### src/rtl/quad_xfer.sv
// rtl/quad_xfer.sv - whole-quad transfer sequencer in front of quad_mem
//
// Purpose: accepts one quad request (read or write of fields T/X/Y/Z at one
// quad address in one bank), issues the four field accesses to quad_mem on
// consecutive cycles, absorbs the one-cycle registered read latency, and
// returns the assembled quad or a write acknowledge on a response channel.
//
// Ports:
//   i_clk, i_rst_n                       clock, synchronous active-low reset
//   i_req_valid / o_req_ready            request handshake
//   i_req_wr, i_req_bank, i_req_addr     request kind, bank, quad address
//   i_req_t/x/y/z                        write data (ignored on read)
//   o_rsp_valid / i_rsp_ready            response handshake
//   o_rsp_err, o_rsp_t/x/y/z             bank-3 error flag, read data
//   o_mem_cs_ram/rom0/rom1, o_mem_wr     quad_mem selects and write strobe
//   o_mem_addr, o_mem_field, o_mem_data  quad_mem address, field, write data
//   i_mem_data                           quad_mem registered read data
module quad_xfer #(
  parameter int DATA_SZ = 16,
  parameter int ADDR_SZ = 12
) (
  input  logic               i_clk,
  input  logic               i_rst_n,
  input  logic               i_req_valid,
  output logic               o_req_ready,
  input  logic               i_req_wr,
  input  logic [1:0]         i_req_bank,
  input  logic [ADDR_SZ-1:0] i_req_addr,
  input  logic [DATA_SZ-1:0] i_req_t,
  input  logic [DATA_SZ-1:0] i_req_x,
  input  logic [DATA_SZ-1:0] i_req_y,
  input  logic [DATA_SZ-1:0] i_req_z,
  output logic               o_rsp_valid,
  input  logic               i_rsp_ready,
  output logic               o_rsp_err,
  output logic [DATA_SZ-1:0] o_rsp_t,
  output logic [DATA_SZ-1:0] o_rsp_x,
  output logic [DATA_SZ-1:0] o_rsp_y,
  output logic [DATA_SZ-1:0] o_rsp_z,
  output logic               o_mem_cs_ram,
  output logic               o_mem_cs_rom0,
  output logic               o_mem_cs_rom1,
  output logic               o_mem_wr,
  output logic [ADDR_SZ-1:0] o_mem_addr,
  output logic [1:0]         o_mem_field,
  output logic [DATA_SZ-1:0] o_mem_data,
  input  logic [DATA_SZ-1:0] i_mem_data
);

  typedef enum logic [2:0] {
    IDLE  = 3'd0,
    READ  = 3'd1,
    DRAIN = 3'd2,
    WRITE = 3'd3,
    RESP  = 3'd4
  } state_t;

  state_t             state_q;
  logic [1:0]         fld_q;
  logic [1:0]         bank_q;
  logic [ADDR_SZ-1:0] addr_q;
  logic [DATA_SZ-1:0] wdat_q [4];

  logic               req_ready_q;
  logic               rsp_valid_q;
  logic               rsp_err_q;
  logic [DATA_SZ-1:0] rsp_q [4];

  logic               cs_ram_q;
  logic               cs_rom0_q;
  logic               cs_rom1_q;
  logic               mem_wr_q;
  logic [ADDR_SZ-1:0] mem_addr_q;
  logic [1:0]         mem_field_q;
  logic [DATA_SZ-1:0] mem_data_q;

  // Field to be issued next cycle, and the field whose read data is on
  // i_mem_data this cycle (issued one cycle earlier).
  logic [1:0] fld_d;
  logic [1:0] fld_prev;
  assign fld_d    = fld_q + 2'd1;
  assign fld_prev = fld_q - 2'd1;

  always_ff @(posedge i_clk) begin
    if (!i_rst_n) begin
      state_q     <= IDLE;
      fld_q       <= 2'd0;
      bank_q      <= 2'd0;
      addr_q      <= '0;
      req_ready_q <= 1'b1;
      rsp_valid_q <= 1'b0;
      rsp_err_q   <= 1'b0;
      cs_ram_q    <= 1'b0;
      cs_rom0_q   <= 1'b0;
      cs_rom1_q   <= 1'b0;
      mem_wr_q    <= 1'b0;
      mem_addr_q  <= '0;
      mem_field_q <= 2'd0;
      mem_data_q  <= '0;
      for (int i = 0; i < 4; i++) begin
        wdat_q[i] <= '0;
        rsp_q[i]  <= '0;
      end
    end else begin
      // Memory strobes are single-cycle; each issue cycle re-asserts them.
      cs_ram_q    <= 1'b0;
      cs_rom0_q   <= 1'b0;
      cs_rom1_q   <= 1'b0;
      mem_wr_q    <= 1'b0;
      mem_addr_q  <= '0;
      mem_field_q <= 2'd0;
      mem_data_q  <= '0;

      case (state_q)
        IDLE: begin
          if (i_req_valid) begin
            bank_q      <= i_req_bank;
            addr_q      <= i_req_addr;
            wdat_q[0]   <= i_req_t;
            wdat_q[1]   <= i_req_x;
            wdat_q[2]   <= i_req_y;
            wdat_q[3]   <= i_req_z;
            fld_q       <= 2'd0;
            req_ready_q <= 1'b0;
            rsp_err_q   <= 1'b0;
            for (int i = 0; i < 4; i++) rsp_q[i] <= '0;
            if (i_req_bank == 2'd3) begin
              state_q     <= RESP;
              rsp_valid_q <= 1'b1;
              rsp_err_q   <= 1'b1;
            end else begin
              // Field T goes out in the first cycle after the accept.
              cs_ram_q    <= (i_req_bank == 2'd0);
              cs_rom0_q   <= (i_req_bank == 2'd1);
              cs_rom1_q   <= (i_req_bank == 2'd2);
              mem_addr_q  <= i_req_addr;
              mem_field_q <= 2'd0;
              if (i_req_wr) begin
                mem_wr_q   <= 1'b1;
                mem_data_q <= i_req_t;
                state_q    <= WRITE;
              end else begin
                state_q    <= READ;
              end
            end
          end
        end

        READ: begin
          if (fld_q != 2'd0) rsp_q[fld_prev] <= i_mem_data;
          if (fld_q == 2'd3) begin
            state_q <= DRAIN;
            fld_q   <= 2'd0;
          end else begin
            fld_q       <= fld_d;
            cs_ram_q    <= (bank_q == 2'd0);
            cs_rom0_q   <= (bank_q == 2'd1);
            cs_rom1_q   <= (bank_q == 2'd2);
            mem_addr_q  <= addr_q;
            mem_field_q <= fld_d;
          end
        end

        DRAIN: begin
          // Z was issued in the last READ cycle; its data lands now.
          rsp_q[3]    <= i_mem_data;
          rsp_valid_q <= 1'b1;
          state_q     <= RESP;
        end

        WRITE: begin
          if (fld_q == 2'd3) begin
            fld_q       <= 2'd0;
            rsp_valid_q <= 1'b1;
            state_q     <= RESP;
          end else begin
            fld_q       <= fld_d;
            cs_ram_q    <= (bank_q == 2'd0);
            cs_rom0_q   <= (bank_q == 2'd1);
            cs_rom1_q   <= (bank_q == 2'd2);
            mem_wr_q    <= 1'b1;
            mem_addr_q  <= addr_q;
            mem_field_q <= fld_d;
            mem_data_q  <= wdat_q[fld_d];
          end
        end

        RESP: begin
          if (i_rsp_ready) begin
            state_q     <= IDLE;
            rsp_valid_q <= 1'b0;
            rsp_err_q   <= 1'b0;
            req_ready_q <= 1'b1;
            for (int i = 0; i < 4; i++) rsp_q[i] <= '0;
          end
        end

        default: begin
          state_q     <= IDLE;
          fld_q       <= 2'd0;
          rsp_valid_q <= 1'b0;
          req_ready_q <= 1'b1;
        end
      endcase
    end
  end

  assign o_req_ready   = req_ready_q;
  assign o_rsp_valid   = rsp_valid_q;
  assign o_rsp_err     = rsp_err_q;
  assign o_rsp_t       = rsp_q[0];
  assign o_rsp_x       = rsp_q[1];
  assign o_rsp_y       = rsp_q[2];
  assign o_rsp_z       = rsp_q[3];
  assign o_mem_cs_ram  = cs_ram_q;
  assign o_mem_cs_rom0 = cs_rom0_q;
  assign o_mem_cs_rom1 = cs_rom1_q;
  assign o_mem_wr      = mem_wr_q;
  assign o_mem_addr    = mem_addr_q;
  assign o_mem_field   = mem_field_q;
  assign o_mem_data    = mem_data_q;

endmodule

### config.mk
export PLATFORM = sky130hd
export DESIGN_NAME = quad_xfer
export DESIGN_NICKNAME = d
export VERILOG_FILES = /design/src/rtl/quad_xfer.sv
export SDC_FILE = /design/constraint.sdc
export NUM_CORES = 1
export LEC_CHECK = 0
export BUFFER_PORTS_ARGS = -buffer_cell sky130_fd_sc_hd__buf_2
export CORE_MARGIN = 10
export CORE_UTILIZATION = 42
export CTS_BUF_LIST = sky130_fd_sc_hd__clkbuf_4 sky130_fd_sc_hd__clkbuf_8 sky130_fd_sc_hd__clkbuf_16
export CTS_CLUSTER_DIAMETER = 40
export CTS_CLUSTER_SIZE = 20
export DETAILED_ROUTE_END_ITERATION = 10
export GPL_TIMING_DRIVEN = 0
export PLACE_DENSITY = 0.66
export SLEW_MARGIN = 20
export SYNTH_ARGS = -nofsm -noshare
export SYNTH_HDL_FRONTEND = slang
export SYNTH_SLANG_ARGS = --single-unit
### constraint.sdc
create_clock -name i_clk -period 4.65 [get_ports i_clk]
set_clock_uncertainty 0.05 [all_clocks]
set_input_delay 0.2325 -clock i_clk [delete_from_list [all_inputs] [get_ports i_clk]]
set_output_delay 0.2325 -clock i_clk [all_outputs]
set_load 0.02 [all_outputs]
Word-level counts from Yosys, hierarchy flattened
Memory sizes are Yosys's and may differ from the RTL's.
Cells that the tools add are included.
{"block": "totals", "register_bits": 56, "ram_bits": 128, "inputBits": 99, "wordCells": 144, "mem_count": 2}
{"memory": "rsp_q", "depth": 4, "word_bits": 16, "rd": 4, "rd_clocked_by_memory_dff": 0, "wr": 4, "line_no": "67", "text": "logic [DATA_SZ-1:0] rsp_q [4];"}
{"memory": "wdat_q", "depth": 4, "word_bits": 16, "rd": 1, "rd_clocked_by_memory_dff": 0, "wr": 4, "line_no": "62", "text": "logic [DATA_SZ-1:0] wdat_q [4];"}
{"block": "op_classes", "add_sub_neg": 2, "eq_ne": 15, "muxes": 79, "bitwise": 16, "n_reduce_logical": 16}
{"operator": "16-bit 2-to-1 mux", "n": 18}
{"operator": "1-bit 2-to-1 mux", "n": 38}
{"operator": "12-bit 2-to-1 mux", "n": 3}
{"operator": "16-bit one-hot mux with 2 select lines", "n": 1}
{"operator": "12-bit one-hot mux with 2 select lines", "n": 1}
{"operator": "16-bit OR reduction", "n": 1}
{"operator": "3-bit 2-to-1 mux", "n": 5}
{"operator": "3-bit one-hot mux with 5 select lines", "n": 1}
{"operator": "1-bit bitwise OR", "n": 13}
{"operator": "2-bit != test, second input constant", "n": 5}
{"operator": "1-bit one-hot mux with 2 select lines", "n": 5}
{"operator": "2-bit equality test, second input constant", "n": 4}
{"operator": "2-bit 2-to-1 mux", "n": 4}
{"operator": "3-bit by 2-bit equality test with 1-bit output, second input constant", "n": 2}
{"operator": "2-bit one-hot mux with 3 select lines", "n": 1}
{"operator": "2-bit AND reduction", "n": 3}
{"operator": "3-bit AND reduction", "n": 2}
{"operator": "1-bit one-hot mux with 5 select lines", "n": 1}
{"operator": "5-bit AND reduction", "n": 1}
{"operator": "2-bit by 1-bit equality test with 1-bit output, second input constant", "n": 2}
{"operator": "2-bit zero test", "n": 2}
{"operator": "4-bit AND reduction", "n": 1}
{"operator": "2-bit nonzero test", "n": 2}
{"operator": "2-bit OR reduction", "n": 2}
{"operator": "other kinds (8)", "n": 10}

Logic depth before layout (Yosys ltp)
Gate-level depths: netlist (run 1).
{"block": "logic_depth", "ltp_word": 7, "mapped_depth": 7, "mapped_depth_nobuf": 5}

Worst setup path after synthesis (run 1)
OpenSTA, ideal clock, no wires.
{"block": "synth_timing", "kind": "register to register", "startpoint": "register state_q[1]", "endpoint": "memory rsp_q[3][0] (enable)", "setup_time_ns": 0.447, "t_arrival_ns": 2.753, "t_required_ns": 4.153, "setup_slack_ns": 1.400, "path_stages_with_launch": 4, "cell_sequence": "dfxtp_1 > clkbuf_1 > inv_1 > o311ai_0"}
{"element": "start: declaration", "line_no": "58", "text": "state_t state_q;"}
{"element": "start signal: assignment", "line_no": "86", "text": "state_q <= IDLE;"}
{"element": "start signal: assignment", "line_no": "128", "text": "state_q <= RESP;"}
{"element": "start signal: assignment", "line_no": "141", "text": "state_q <= WRITE;"}
{"element": "end: declaration", "line_no": "67"}

==> results of run 1 <==
[sequential cells by signal, indices dropped and copies added (netlist names), 3 cells and up]
name,cells
o_mem_addr,12
addr_q,12
state_q,3
wdat_q,64
rsp_q,64
o_mem_data,16
[through the flow]
step	cell area, um2	setup WS (ps)
2_1_floorplan	7416	1400
3_3_place_gp	8688	485.5
3_5_place_dp	8706	1327
4_1_cts	9465	1324
5_1_grt	9468	1142
6_report	9470	1395
[how the worst max path moves through the flow]
stage / cells after the start / endpoint / from / slack [ps]
floorplan: 3 / rsp_q[3][0] / state_q[1] / 1400
global placement: 5 / wdat_q[1][10] / state_q[2] / 490
detailed placement: 6 / rsp_q[0][10] / fld_q[0] / 1330
CTS: 6 / rsp_q[0][12] / fld_q[0] / 1320
global route: 6 / rsp_q[0][11] / fld_q[0] / 1140
finish: 6 / rsp_q[0][11] / fld_q[0] / 1400
[cell type report]
cell class	count	area (um2)
Clock inverter	10	143.9
Fill cell	1484	7826
Tap cell	225	281.5
Timing Repair Buffer	213	1139
Multi-Input combinational cell	290	2182
Antenna cell	2	5.005
Buffer	44	182.7
Inverter	25	96.34
Sequential cell	184	4965
Clock buffer	22	475.5
[power by group through the flow]
| stage | clock network (mW) | registers [mW] | logic, mW |
|---|---|---|---|
| after floorplan | 0 | 2.35 | 0.489 |
| after detailed placement | 0 | 2.20 | 1.04 |
| after global routing | 1.61 | 2.19 | 1.12 |
| after global placement | 0 | 2.19 | 1.01 |
| final | 1.51 | 2.16 | 1.04 |
| after CTS | 1.53 | 2.16 | 1.05 |
[cell families after synthesis]
group / Yosys count / synth area share
flops: 184 / 0.6695
buf+inv: 69 / 0.03729
compound gates: 102 / 0.09786
simple gates: 168 / 0.1407
fa+ha+maj: 2 / 0.003374
mux: 18 / 0.05129
[layer usage]
layer | up-vias | wire [um]
met2 | 257 | 9838
met5 | - | 0
li1 | 2524 | -
met4 | 0 | 263
met3 | 21 | 1856
met1 | 2640 | 8347
[synthesized netlist by cell type, types with 2 or more instances]
cell type / n / area (um2)
a22o_1: 14 / 122.6
nor2b_1: 2 / 12.51
mux2i_1: 2 / 20.02
nand3b_1: 4 / 30.03
buf_2: 8 / 40.04
o21ai_0: 19 / 95.09
nand2b_1: 5 / 31.28
o211a_1: 2 / 20.02
o31ai_1: 16 / 120.1
a32o_1: 13 / 130.1
inv_1: 25 / 93.84
nor3b_1: 2 / 15.01
nand3_1: 18 / 90.09
a21oi_1: 23 / 115.1
ha_1: 2 / 25.02
clkbuf_1: 34 / 127.6
mux4_2: 16 / 360.4
and2_1: 49 / 306.5
and3_1: 64 / 400.4
o211ai_1: 2 / 15.01
a21boi_0: 2 / 15.01
nor3_1: 5 / 25.02
edfxtp_1: 128 / 3844
dfxtp_1: 56 / 1121
nor2_1: 3 / 11.26
nand2_1: 4 / 15.01
[critical path, stage by stage, from the launching register on]
cell and delay [ps]:
dfxtp_1 360, inv_1 110, ha_1 290, clkbuf_1 510
nand2_1 180, nor3_1 680, nand2b_1 700
==> results_dict.tcl, run 1 <==
set metrics [dict create \
    final_util 0.5475 \
    power_density_mw_per_mm2 497.8 \
    grt-busiest-layer "met2" \
    die_w_um 152.9 \
    holdWs_ps 23.99 \
    worstRegToRegCells 6 \
    finalSetupViolations 0 \
    cts_root_buf "clkbuf_16" \
    hold_buffers 14 \
    rrSetupSlack_ps 1400 \
    seqPwrFrac 0.459 \
    overflow 0 \
    grt_util_met2 0.2809 \
    power_switching_mw 1.379 \
    antenna_found_initial 2 \
    htree_levels 4 \
    dp_cells 967 \
    grt_pass1_wl_um 31800 \
    wl_per_cell_um 20.00 \
    ys_types 51 \
    syn2layout_area_growth_pct 27.70 \
    drt_first_iter_violations 458 \
    p_total_mw 4.714 \
    hold_path_startpoint "i_req_t[8]" \
    layout_common_cells "buf_2, edfxtp_1, and3_1" \
    synth_flop_cell "edfxtp_1" \
    hpwl_um 15230 \
    clk_pin_slew_worst_paths_ps 70 \
    grt_max_degree 65 \
    portBuffers 198 \
    wl_um 20310 \
    core.rowCount 48 \
    synthArstFlopShare 0 \
    p_int_mw 3.335 \
    path_class "reg -> reg" \
    synth_area_per_cell_um2 13.66 \
    min_to "o_mem_data[8]" \
    grt_pass1_vias 5740 \
    cts_buffers 17 \
    synth_edf_count 128 \
    endpoint_kind "flop" \
    final_common_cell "buf_2" \
    initial_core_util 0.4287 \
    clkSinkCount 184 \
    vias 5442 \
    cp.required_ps 4650 \
    nets 876 \
    cp-start-kind "flop" \
    max_cap_violations 0 \
    drive_gt1_frac 0.3325 \
    slew_headroom 0.3612 \
    postCtsSetupBuffers 0 \
    crit_fanout 16 \
    min_path_cells 3 \
    insertion_delay_ps 430 \
    rsz0062_at_grt "false" \
    routabilityCongestion 0.8616 \
    cts_tree "built" \
    hold_violations 0 \
    syn_inst 543 \
    combinationalPowerShare 0.221 \
    grtUsageMet1 0.2011 \
    cts_buffer_depth 2 \
    coreArea_mm2 0.01730 \
    fin_crit_ps 3255 \
    r2r_start "fld_q[0]" \
    ys_ff_latch 184 \
    ant_nets 0 \
    p_sw_frac 0.2925 \
    vdd_drop_max_v 0.0002678 \
    max_freq_mhz 307.2 \
    viasPerCell 5.362 \
    timing.setup.tns_ps 0 \
    critical_path_arrival_ps 3260 \
    status "complete, no violations" \
    drt-pass1-iter-count 4 \
    worstMarginPinSlew_ps 944.8 \
    p_leak_nw 4.233 \
    gr-usage-met3 0.06678 \
    drc_errors 0 \
    fin_cells 1015 \
    syn_nets 644 \
    yosysWarnings 0 \
    slew_violations 0 \
    io-pin-count 200 \
    gr-usage-all-layers 0.1696 \
    cts_resized 0 \
    die_height_um 152.9 \
    r2r_end "rsp_q[0][11]" \
    synth_area_mm2 0.007416 \
    ys_seq_area_frac 0.6695 \
    min_period_over_period 0.7000 \
    clockPowerShare 0.320 \
    hold_path.class "in -> reg" \
    die_area_mm2 0.02337 \
]
(Power assumes the default switching activity.)
==> inputs of run 2 (changes only) <==
- clock period: 4.65 -> 3 ns (I/O delays scaled with it)
==> run 2 against run 1 <==
  * Flip-flop and latch count unchanged
  * Sequential share of layout area decreased by 3.7 points
  * Register-to-register slack got worse by 1100 ps
  * Hold slack got worse by 4.0 ps
  * Design area increased by 7.5%
  * Cell count increased by 6.9%
  * First-iteration DRC count decreased by 12%
  * Global-route usage increased by 1.1 points
  * Critical path depth decreased by 1
  * Critical endpoint is now wdat_q[1][3]
  * Largest power group unchanged
==> results_dict.tcl, run 2 (synthesis results as in run 1) <==
set metrics [dict create \
    status "complete, no violations" \
    hpwl_um 15280 \
    antenna_found_initial 0 \
    wl_um 21440 \
    drt_first_iter_violations 402 \
    vdd_drop_max_v 0.0004243 \
    min_period_over_period 0.9050 \
    slew_headroom 0.4474 \
    r2r_start "state_q[2]" \
    holdWs_ps 20.00 \
    fin_area_mm2 0.01018 \
    final_common_cell "buf_2" \
    place_area_mm2 0.008730 \
    power_density_mw_per_mm2 707.0 \
    gr-usage-all-layers 0.1806 \
    wl_per_cell_um 19.76 \
    worstRegToRegCells 5 \
    hold_violations 0 \
    final_util 0.5885 \
    hold_path_startpoint "i_mem_data[8]" \
    grt_pass1_vias 6158 \
    grt_max_degree 35 \
    diodes 0 \
    layout_common_cells "buf_2, edfxtp_1, dlygate4sd3_1" \
    slew_violations 0 \
    rrSetupSlack_ps 290 \
    insertion_delay_ps 420 \
    viasPerCell 5.280 \
    crit_fanout 17 \
    nets 948 \
    endpoint_kind "flop" \
    die_area_mm2 0.02337 \
    cts_buffers 17 \
    grt_pass1_wl_um 33950 \
    p_leak_nw 4.533 \
    r2r_end "wdat_q[1][3]" \
    drive_gt1_frac 0.3140 \
    clk_pin_slew_worst_paths_ps 60 \
    cts_tree "built" \
    io-pin-count 200 \
    drt-pass1-iter-count 5 \
    min_to "rsp_q[1][8]" \
    hold_path.class "in -> reg" \
    die_height_um 152.9 \
    max_cap_violations 0 \
    worstMarginPinSlew_ps 826.9 \
    fillers 1350 \
    overflow 0 \
    drc_errors 0 \
    portBuffers 198 \
    clkSinkCount 184 \
    finalSetupViolations 0 \
    vias 5729 \
    htree_levels 4 \
    rsz0062_at_grt "false" \
    cp.required_ps 2890 \
    cts_buffer_depth 2 \
    routabilityCongestion 0.8698 \
    coreArea_mm2 0.01730 \
    die_w_um 152.9 \
    critical_path_arrival_ps 2600 \
    path_class "reg -> reg" \
    ant_nets 0 \
    cp-start-kind "flop" \
    max_freq_mhz 368.3 \
    core.rowCount 48 \
    fin_crit_ps 2715 \
    initial_core_util 0.4287 \
    syn2layout_area_growth_pct 37.27 \
    cts_root_buf "clkbuf_16" \
    min_path_cells 2 \
    postCtsSetupBuffers 0 \
]
## run 2: changes by cell type in the layout (fill, tap and decap cells not counted), sizes merged
cell         delta
diode           -2
bufinv          -3
inv             +3
dlygate4sd3    +72
## run 2: layout make-up
type	count	area (um2)	share of cell area
timing repair inverter	1	5.005	0.0004916
multi-input combinational	290	2216	0.2177
inverter	25	97.59	0.009587
clock inverter	9	62.56	0.006146
buffer	43	180.2	0.01770
sequential	184	4965	0.4877
clock buffer	23	500.5	0.04916
tap	225	281.5	0.02765
timing repair buffer	285	1872	0.1839
## run 2: how the worst max path moves through the flow
stage / from / endpoint / slack [ps] / depth (start not counted)
3_3_place_gp: state_q[2] / wdat_q[1][11] / -480 / 5
3_5_place_dp: state_q[2] / wdat_q[1][10] / -410 / 6
4_1_cts: state_q[2] / wdat_q[0][11] / 100 / 6
2_1_floorplan: state_q[2] / wdat_q[0][0] / 370 / 5
5_1_grt: state_q[1] / wdat_q[1][3] / 40 / 4
6_report: state_q[2] / wdat_q[1][3] / 290 / 5
## run 2: what timing repair did
item | in CTS | in global routing
gates resized for setup | 6 | 1
gates cloned | 0 | 1
hold buffers | 86 | 0
hold endpoints to repair | 114 | 0
endpoints found under the setup margin | 96 | 79
## run 2: routing by layer
metal	up-vias	global-route usage	routed length, um
met2	279	0.2962	10540
met1	2749	0.2175	8765
li1	2662	-	-
met4	0	0.06494	494
met5	-	0	0
met3	39	0.05976	1636
## run 2: critical path, stage by stage, from the launching register on
cell and delay, ps:
dfxtp_1 310, buf_2 210, nor4b_2 130, nor2_1 390, clkbuf_2 400, clkinvlp_2 730
## run 2: stage by stage
| stage | worst slack, ps | cells | TNS (ps) | power, mW |
|---|---|---|---|---|
| after floorplan | 368.9 | 543 | 0 | 4.404 |
| after global placement | -478.4 | 966 | -39010 | 4.966 |
| after detailed placement | -410.5 | 967 | -27520 | 5.037 |
| after CTS | 104.5 | 1085 | 0 | 7.246 |
| after global routing | 37.56 | 1085 | 0 | 7.530 |
| final | 285.1 | 1085 | 0 | 7.197 |
## run 2: power breakdown
group / switching (mW) / internal [mW]
registers: 0.148 / 3.21
clock network: 0.934 / 1.19
logic: 1.08 / 0.641
total: 2.16 / 5.04
